<file path="config.mk">
export PLATFORM = sky130hd
export DESIGN_NAME = ex_forward_ctrl
export DESIGN_NICKNAME = d
export VERILOG_FILES = /design/src/rtl/ex_forward_ctrl.sv
export SDC_FILE = /design/constraint.sdc
export NUM_CORES = 1
export LEC_CHECK = 0
export ABC_CLOCK_PERIOD_IN_PS = 2500
export CORE_ASPECT_RATIO = 0.6
export CORE_UTILIZATION = 50
export CTS_BUF_LIST = sky130_fd_sc_hd__clkbuf_16
export DETAILED_ROUTE_END_ITERATION = 12
export PLACE_DENSITY = 0.88
export SLEW_MARGIN = 10
export SYNTH_ARGS = -nofsm -noshare
export SYNTH_HDL_FRONTEND = slang
export SYNTH_SLANG_ARGS = --single-unit
</file>
<file path="constraint.sdc">
create_clock -name clk_i -period 2.5 [get_ports clk_i]
set_input_delay 0.5 -clock clk_i [delete_from_list [all_inputs] [get_ports clk_i]]
set_output_delay 0.5 -clock clk_i [all_outputs]
set_load 0.02 [all_outputs]
</file>
<file path="src/rtl/ex_forward_ctrl.sv">
// ex_forward_ctrl
// ---------------------------------------------------------------------------
// Forwarding and load-use hazard controller for the EX stage of a 5-stage
// pipeline. Only register-address metadata is tracked here; the data values
// themselves never pass through this block.
//
// Internal slots (mirroring the pipeline registers):
//   EX  : rs1, rs2, use1, use2, rd, regwr, memrd
//   MEM : rd, regwr, memrd
//   WB  : rd, regwr
//
// Ports:
//   clk_i         in   1      clock, all state updates on the rising edge
//   rst_i         in   1      synchronous reset, active-low
//   id_rs1_i      in   RA_W   rs1 of the instruction in ID
//   id_rs2_i      in   RA_W   rs2 of the instruction in ID
//   id_use_rs1_i  in   1      ID instruction reads rs1
//   id_use_rs2_i  in   1      ID instruction reads rs2
//   id_rd_i       in   RA_W   rd of the instruction in ID
//   id_regwr_i    in   1      ID instruction writes rd
//   id_memrd_i    in   1      ID instruction is a load
//   flush_i       in   1      squash the ID instruction (taken branch/jump)
//   fwd_a_o       out  2      operand-A mux select (10 MEM, 01 WB, 00 regfile)
//   fwd_b_o       out  2      operand-B mux select (10 MEM, 01 WB, 00 regfile)
//   stall_o       out  1      hold PC and IF/ID, insert a bubble into EX
//   stall_cnt_o   out  CNT_W  saturating count of stall cycles
// ---------------------------------------------------------------------------
module ex_forward_ctrl #(
    parameter int RA_W  = 5,
    parameter int CNT_W = 32
) (
    input  logic             clk_i,
    input  logic             rst_i,
    input  logic [RA_W-1:0]  id_rs1_i,
    input  logic [RA_W-1:0]  id_rs2_i,
    input  logic             id_use_rs1_i,
    input  logic             id_use_rs2_i,
    input  logic [RA_W-1:0]  id_rd_i,
    input  logic             id_regwr_i,
    input  logic             id_memrd_i,
    input  logic             flush_i,
    output logic [1:0]       fwd_a_o,
    output logic [1:0]       fwd_b_o,
    output logic             stall_o,
    output logic [CNT_W-1:0] stall_cnt_o
);

    // EX slot
    logic [RA_W-1:0]  r_ex_rs1;
    logic [RA_W-1:0]  r_ex_rs2;
    logic             r_ex_use1;
    logic             r_ex_use2;
    logic [RA_W-1:0]  r_ex_rd;
    logic             r_ex_regwr;
    logic             r_ex_memrd;
    // MEM slot
    logic [RA_W-1:0]  r_mem_rd;
    logic             r_mem_regwr;
    logic             r_mem_memrd;
    // WB slot
    logic [RA_W-1:0]  r_wb_rd;
    logic             r_wb_regwr;
    // stall statistics
    logic [CNT_W-1:0] r_stall_cnt;

    logic             w_stall;
    logic             w_ex_load_nz;
    logic             w_hit_rs1;
    logic             w_hit_rs2;
    logic             w_mem_fwd_ok;
    logic             w_wb_fwd_ok;
    logic [1:0]       w_fwd_a;
    logic [1:0]       w_fwd_b;
    logic             w_cnt_full;

    // ---------------------------------------------------------------------
    // Load-use detection: a load sitting in EX whose rd is read by the ID
    // instruction cannot be forwarded in time. A squashed ID instruction
    // never stalls, so flush takes precedence.
    // ---------------------------------------------------------------------
    assign w_ex_load_nz = r_ex_memrd && (r_ex_rd != '0);
    assign w_hit_rs1    = id_use_rs1_i && (id_rs1_i == r_ex_rd);
    assign w_hit_rs2    = id_use_rs2_i && (id_rs2_i == r_ex_rd);
    assign w_stall      = !flush_i && w_ex_load_nz && (w_hit_rs1 || w_hit_rs2);

    // ---------------------------------------------------------------------
    // Forwarding selects. The MEM producer is newer than the WB producer,
    // so it wins when both write the same register. x0 is never forwarded.
    // A load in MEM matching here is not a hazard: the stall bubble has
    // already pushed any dependent instruction one stage further back.
    // ---------------------------------------------------------------------
    assign w_mem_fwd_ok = r_mem_regwr && (r_mem_rd != '0);
    assign w_wb_fwd_ok  = r_wb_regwr  && (r_wb_rd  != '0);

    always_comb begin
        w_fwd_a = 2'b00;
        if (r_ex_use1 && w_mem_fwd_ok && (r_mem_rd == r_ex_rs1)) begin
            w_fwd_a = 2'b10;
        end else if (r_ex_use1 && w_wb_fwd_ok && (r_wb_rd == r_ex_rs1)) begin
            w_fwd_a = 2'b01;
        end
    end

    always_comb begin
        w_fwd_b = 2'b00;
        if (r_ex_use2 && w_mem_fwd_ok && (r_mem_rd == r_ex_rs2)) begin
            w_fwd_b = 2'b10;
        end else if (r_ex_use2 && w_wb_fwd_ok && (r_wb_rd == r_ex_rs2)) begin
            w_fwd_b = 2'b01;
        end
    end

    // ---------------------------------------------------------------------
    // Slot pipeline. MEM and WB advance unconditionally; EX takes a bubble
    // on flush or stall, otherwise the ID fields.
    // ---------------------------------------------------------------------
    always_ff @(posedge clk_i) begin
        if (!rst_i) begin
            r_ex_rs1    <= '0;
            r_ex_rs2    <= '0;
            r_ex_use1   <= 1'b0;
            r_ex_use2   <= 1'b0;
            r_ex_rd     <= '0;
            r_ex_regwr  <= 1'b0;
            r_ex_memrd  <= 1'b0;
            r_mem_rd    <= '0;
            r_mem_regwr <= 1'b0;
            r_mem_memrd <= 1'b0;
            r_wb_rd     <= '0;
            r_wb_regwr  <= 1'b0;
        end else begin
            r_mem_rd    <= r_ex_rd;
            r_mem_regwr <= r_ex_regwr;
            r_mem_memrd <= r_ex_memrd;
            r_wb_rd     <= r_mem_rd;
            r_wb_regwr  <= r_mem_regwr;
            if (flush_i || w_stall) begin
                r_ex_rs1   <= '0;
                r_ex_rs2   <= '0;
                r_ex_use1  <= 1'b0;
                r_ex_use2  <= 1'b0;
                r_ex_rd    <= '0;
                r_ex_regwr <= 1'b0;
                r_ex_memrd <= 1'b0;
            end else begin
                r_ex_rs1   <= id_rs1_i;
                r_ex_rs2   <= id_rs2_i;
                r_ex_use1  <= id_use_rs1_i;
                r_ex_use2  <= id_use_rs2_i;
                r_ex_rd    <= id_rd_i;
                r_ex_regwr <= id_regwr_i;
                r_ex_memrd <= id_memrd_i;
            end
        end
    end

    // ---------------------------------------------------------------------
    // Stall counter, saturating at all-ones.
    // ---------------------------------------------------------------------
    assign w_cnt_full = &r_stall_cnt;

    always_ff @(posedge clk_i) begin
        if (!rst_i) begin
            r_stall_cnt <= '0;
        end else if (w_stall && !w_cnt_full) begin
            r_stall_cnt <= r_stall_cnt + 1'b1;
        end
    end

    assign fwd_a_o     = w_fwd_a;
    assign fwd_b_o     = w_fwd_b;
    assign stall_o     = w_stall;
    assign stall_cnt_o = r_stall_cnt;

endmodule

</file>
* Yosys cells after proc, flatten, opt, wreduce, memory -nomap -nowiden
Cells that the tools add are included.
** Operators by class
- Reductions and logical operators :: 25
- Add/sub/neg operators :: 1
- Mux-type cells :: 4
- Equality and inequality tests :: 6
- Bitwise gates (word level) :: 1
** Operator list (count)
- $add 32x1->32 const B :: 1
- $reduce_and 32->1 :: 1
- $eq 5x5->1 :: 6
- $logic_and 1x1->1 :: 16
- $reduce_bool 5->1 :: 3
- $mux 2 :: 2
- $logic_not 1->1 :: 2
- $logic_or 1x1->1 :: 2
- $mux 1 :: 2
- $reduce_or 2->1 :: 1
- $not 1->1 :: 1
** Storage, ports and cells
- Word-level logic and storage cells :: 49
- Input port bits :: 22
- Output and inout bits :: 37
- Register bits after elaboration :: 63

* Longest topological paths before layout
- Word-level depth :: 6
- Depth in mapped cells :: 8

* Worst setup path before layout
OpenSTA, ideal clock, no wires.
- Path kind :: reg2out
- Start :: register r_mem_rd[1]
- End :: output port fwd_b_o[0]
- Path slack :: 275 ps
- Stages on the path, launching flop included :: 5
- Data required time :: 2000 ps
- Path buffers :: 0
- Arrival :: 1725 ps
- Cells stage by stage :: dfxtp_1 > or4_1 > o21ai_0 > nor3_1 > nor3_1
** Between the ends
- Cells in the longest elaborated chain, start to end :: 5
- Elaborated cells between the ends (all ways) :: 6
- Classes of those cells :: 1 x eq/ne; 1 x mux; 4 x reduce/logical
** Ends and longest elaborated chain
- start: declaration :: RTL line 57 : logic [RA_W-1:0] r_mem_rd;
- start signal: assignment :: RTL line 132 : r_mem_rd <= r_ex_rd;
- $reduce_bool 5->1 :: RTL line 92 : assign w_mem_fwd_ok = r_mem_regwr && (r_mem_rd != '0);
- $logic_and 1x1->1 :: RTL line 92
- $logic_and 1x1->1 :: RTL line 106 : if (r_ex_use2 && w_mem_fwd_ok && (r_mem_rd == r_ex_rs2)) begin
- $logic_and 1x1->1 (*) :: RTL line 106
- $mux 2 (*) :: RTL line 106
- end: declaration :: RTL line 43 : output logic [1:0] fwd_b_o,
Every way passes the cells marked *; elsewhere a longest branch is shown, timed or not.

* Worst setup path in the final report
- Start :: register r_mem_rd[1]
- End :: output port fwd_b_o[1]
The elaborated chain is that of the path after synthesis.

==> run_results.csv <==
group,metric,value,unit
placement,port_buffers,58,
timing,fmax,409,MHz
global_route,grt_max_degree,27,
clocking,ctsHtreeMaxLevel,3,
global_route,grt_pass1_wl,12600,um
placement,place_ws,-257,ps
worst_setup_path,crit_path_end_kind,"output pin",
timing,rsz0062_at_grt,"false",
logic_synthesis,synth-edff-count,0,
clocking,clockRootBuffer,"clkbuf_16",
worst_setup_path,critPathKind,"flop to output pin",
clocking,clk_pin_slew,50,ps
timing,fin_setup_tns,0,ps
logic_synthesis,ys.flop_type,"dfxtp_1",
clocking,cts_tree,"yes",
routing,top_layer,"met4",
hold_path,holdCritPathClass,"flop to flop",
die,die_x,101,um
worst_setup_path,r2r_cells,5,
die,ios,59,
timing,fin_crit_sh,0.979,
worst_setup_path,r2r_slack,220,ps
worst_setup_path,crit_buf_inv,2,
die,fp-row-count,21,
timing,skew,7.49,ps
routing,num_vias,2780,
clocking,clock-sinks,63,
power_and_ir_drop,ir_drop,0.000361,V
power_and_ir_drop,pwr_density_cell,592,nW/um2
global_route,grt_use_total,0.279,
worst_setup_path,startpoint,"r_mem_rd[1]",
clocking,clk_latency,330,ps
power_and_ir_drop,intPower,0.00185,W
routing,wl_met1,3810,um
routing,wl_per_cell,16.6,um
worst_setup_path,critPathMaxStageDelay,580,ps
job,cap_violations,0,
worst_setup_path,cp.depth,5,
logic_synthesis,ys_seq_elements,63,
worst_setup_path,arrival,1950,ps
worst_setup_path,startpoint_type,"flop",
power_and_ir_drop,swShare,0.213,
global_route,overflow,0,
layout,synthToLayoutAreaGrowth,35.8,%
worst_setup_path,endpoint,"fwd_b_o[1]",
logic_synthesis,syn_inst,322,
routing,vias_per_cell,5.74,
worst_setup_path,worstPathCellList,"or4_1, o21ai_2, nor3_1, buf_4, dlygate4sd2_1",
worst_setup_path,worst-path-max-fanout,2,
logic_synthesis,syn_nets,345,
routing,drc_errors,0,
timing,slew_viol_final,0,
worst_setup_path,critPathRequiredTime,2000,ps
routing,wl_met2,3520,um
worst_setup_path,cp_slowest_cell,"or4_1",
power_and_ir_drop,switchingPower,0.000502,W
placement,hpwl,5760,um
routing,drt_first_pass_iters,5,
logic_synthesis,syn-mean-instance-area,9.08,um2
timing,timing.final.ws_setup,53.6,ps
logic_synthesis,async_flop_share,0,
timing,fin_crit,2450,ps
die,die_area,6170,um2
timing,hold_viol_final,0,
worst_setup_path,r2r_start,"stall_cnt_o[8]",
worst_setup_path,path_delay_family,"simple AND/OR/NAND/NOR gates",
clocking,ctsHoldBuffers,0,
routing,wl,8030,um
power_and_ir_drop,seqPwrFrac,0.442,
timing,max_slew_margin,0.598,
power_and_ir_drop,p_leak,1.42,nW
routing,drtIter0Drc,187,
die,core,5600,um2
timing,worstMarginPinSlew,602,ps
global_route,antenna_found_initial,0,
layout,drive_gt1_frac,0.121,
global_route,grt_pass1_vias,2564,
power_and_ir_drop,p_clk_frac,0.501,
timing,setup_viol,0,
routing,antenna_left,0,
logic_synthesis,synth_cell_types,41,
layout,n_antenna_cell,0,
worst_setup_path,r2r_end,"stall_cnt_o[29]",
logic_synthesis,ys_seq_area_frac,0.431,
clocking,cts_setup_buffers,0,
placement,gp_congestion,0.878,
routing,wl_met3,600,um
die,start_util,0.523,
die,fp.dieH,61.3,um
hold_path,holdCritStartpoint,"r_ex_regwr",
clocking,numCtsBuffers,9,
logic_synthesis,ys.warnings.count,0,
clocking,clock_path_buffers,2,
logic_synthesis,syn_area,2930,um2
power_and_ir_drop,pwr-share-comb,0.057,
layout,final_nets,424,
run_status,status,"finished, final reports clean",
## worst min path at each step
stage                              to  depth (start not counted)
final                     r_mem_regwr                          1
after global routing      r_mem_regwr                          1
after CTS                 r_mem_regwr                          1
after detailed placement  r_mem_regwr                          1
after global placement    r_mem_regwr                          1
after floorplan           r_mem_regwr                          1
## synth_stat cells, types with 7 or more instances
library cell  number  share of area
a21oi_1           20          0.034
and2_1            31          0.066
buf_2              7          0.012
dfxtp_1           63           0.43
nand2_1           28          0.036
nand3_1           14          0.024
nand4_1           12          0.026
nor3_1             7          0.012
o21ai_0           12          0.021
o31ai_1           13          0.033
or3_1              9          0.019
or4_1             15          0.038
xnor2_1           22          0.066
xor2_1            10          0.030
## through the flow
step	utilization	cell area [um2]	total power, W	hold slack (ps)	std cells
2_1_floorplan	-	2930	0.00112	412	322
4_1_cts	0.713	3990	0.00236	436	484
3_5_place_dp	0.663	3710	0.00119	426	470
3_3_place_gp	0.663	3710	0.00119	420	470
5_1_grt	0.710	3970	0.00242	469	484
6_report	0.710	3970	0.00235	432	484
## final cells by class
cell class	instances	area, um2
clock buffer	9	225
clock inverter	5	51.3
fill	429	1620
inverter	5	18.8
multi-input combinational	242	1590
sequential	63	1260
tap	80	100
timing repair buffer	80	728
## registers in the layout, summed over array words and instances, names as in the netlist
name,cells
r_ex_memrd,1
r_ex_rd,5
r_ex_regwr,1
r_ex_rs1,5
r_ex_rs2,5
r_ex_use1,1
r_ex_use2,1
r_mem_rd,5
r_mem_regwr,1
r_wb_rd,5
r_wb_regwr,1
stall_cnt_o,32
## power by group through the flow
stage                     sequential [W]  clock (W)  combinational, W
after floorplan                  0.00105          0         0.0000687
after global placement           0.00106          0          0.000127
after detailed placement         0.00106          0          0.000132
after CTS                        0.00104    0.00119          0.000134
after global routing             0.00104    0.00124          0.000146
final                            0.00104    0.00118          0.000135
## kinds of logic (layout without fill, tap and decap cells)
group	Yosys count	after routing	synth area share
AOI/OAI and AO/OA	55	55	0.118
buffers and inverters	17	99	0.0274
xor gates and xnor gates	32	32	0.0958
muxes	4	4	0.0137
DFF	63	63	0.431
adders and majority gates	1	1	0.00428
and+or+nand+nor	150	150	0.309
## layer usage
metal  GRT usage  up-vias
met5           0        -
li1            -     1327
met1       0.372     1324
met3       0.102       16
met2       0.426      113
met4      0.0932        0
## placed cells by master (no fill, tap or decap), types with 2 or more instances in the layout
master | synthesis | layout
dfxtp_1 | 63 | 63
clkdlybuf4s50_1 | 0 | 53
and2_1 | 31 | 31
nand2_1 | 28 | 28
xnor2_1 | 22 | 22
buf_4 | 0 | 22
a21oi_1 | 20 | 20
or4_1 | 15 | 15
nand3_1 | 14 | 14
o31ai_1 | 13 | 13
nand4_1 | 12 | 12
o21ai_0 | 12 | 11
xor2_1 | 10 | 10
or3_1 | 9 | 9
clkbuf_16 | 0 | 9
nor3_1 | 7 | 7
nor4_1 | 6 | 6
nor2_1 | 6 | 6
and4_1 | 5 | 5
inv_1 | 4 | 4
and3_1 | 4 | 4
nand2b_1 | 4 | 4
mux2i_1 | 4 | 4
nand4_2 | 2 | 2
o211ai_1 | 2 | 2
o21a_1 | 2 | 2
clkinv_2 | 0 | 2
buf_2 | 7 | 2
dlygate4sd2_1 | 0 | 2
## what timing repair did
action / 4_1_cts / 5_1_grt
pin swaps: 0 / 1
gates resized for setup: 13 / 4
setup endpoints to repair: 5 / 3
No activity file was read; power rests on OpenSTA's default activity.
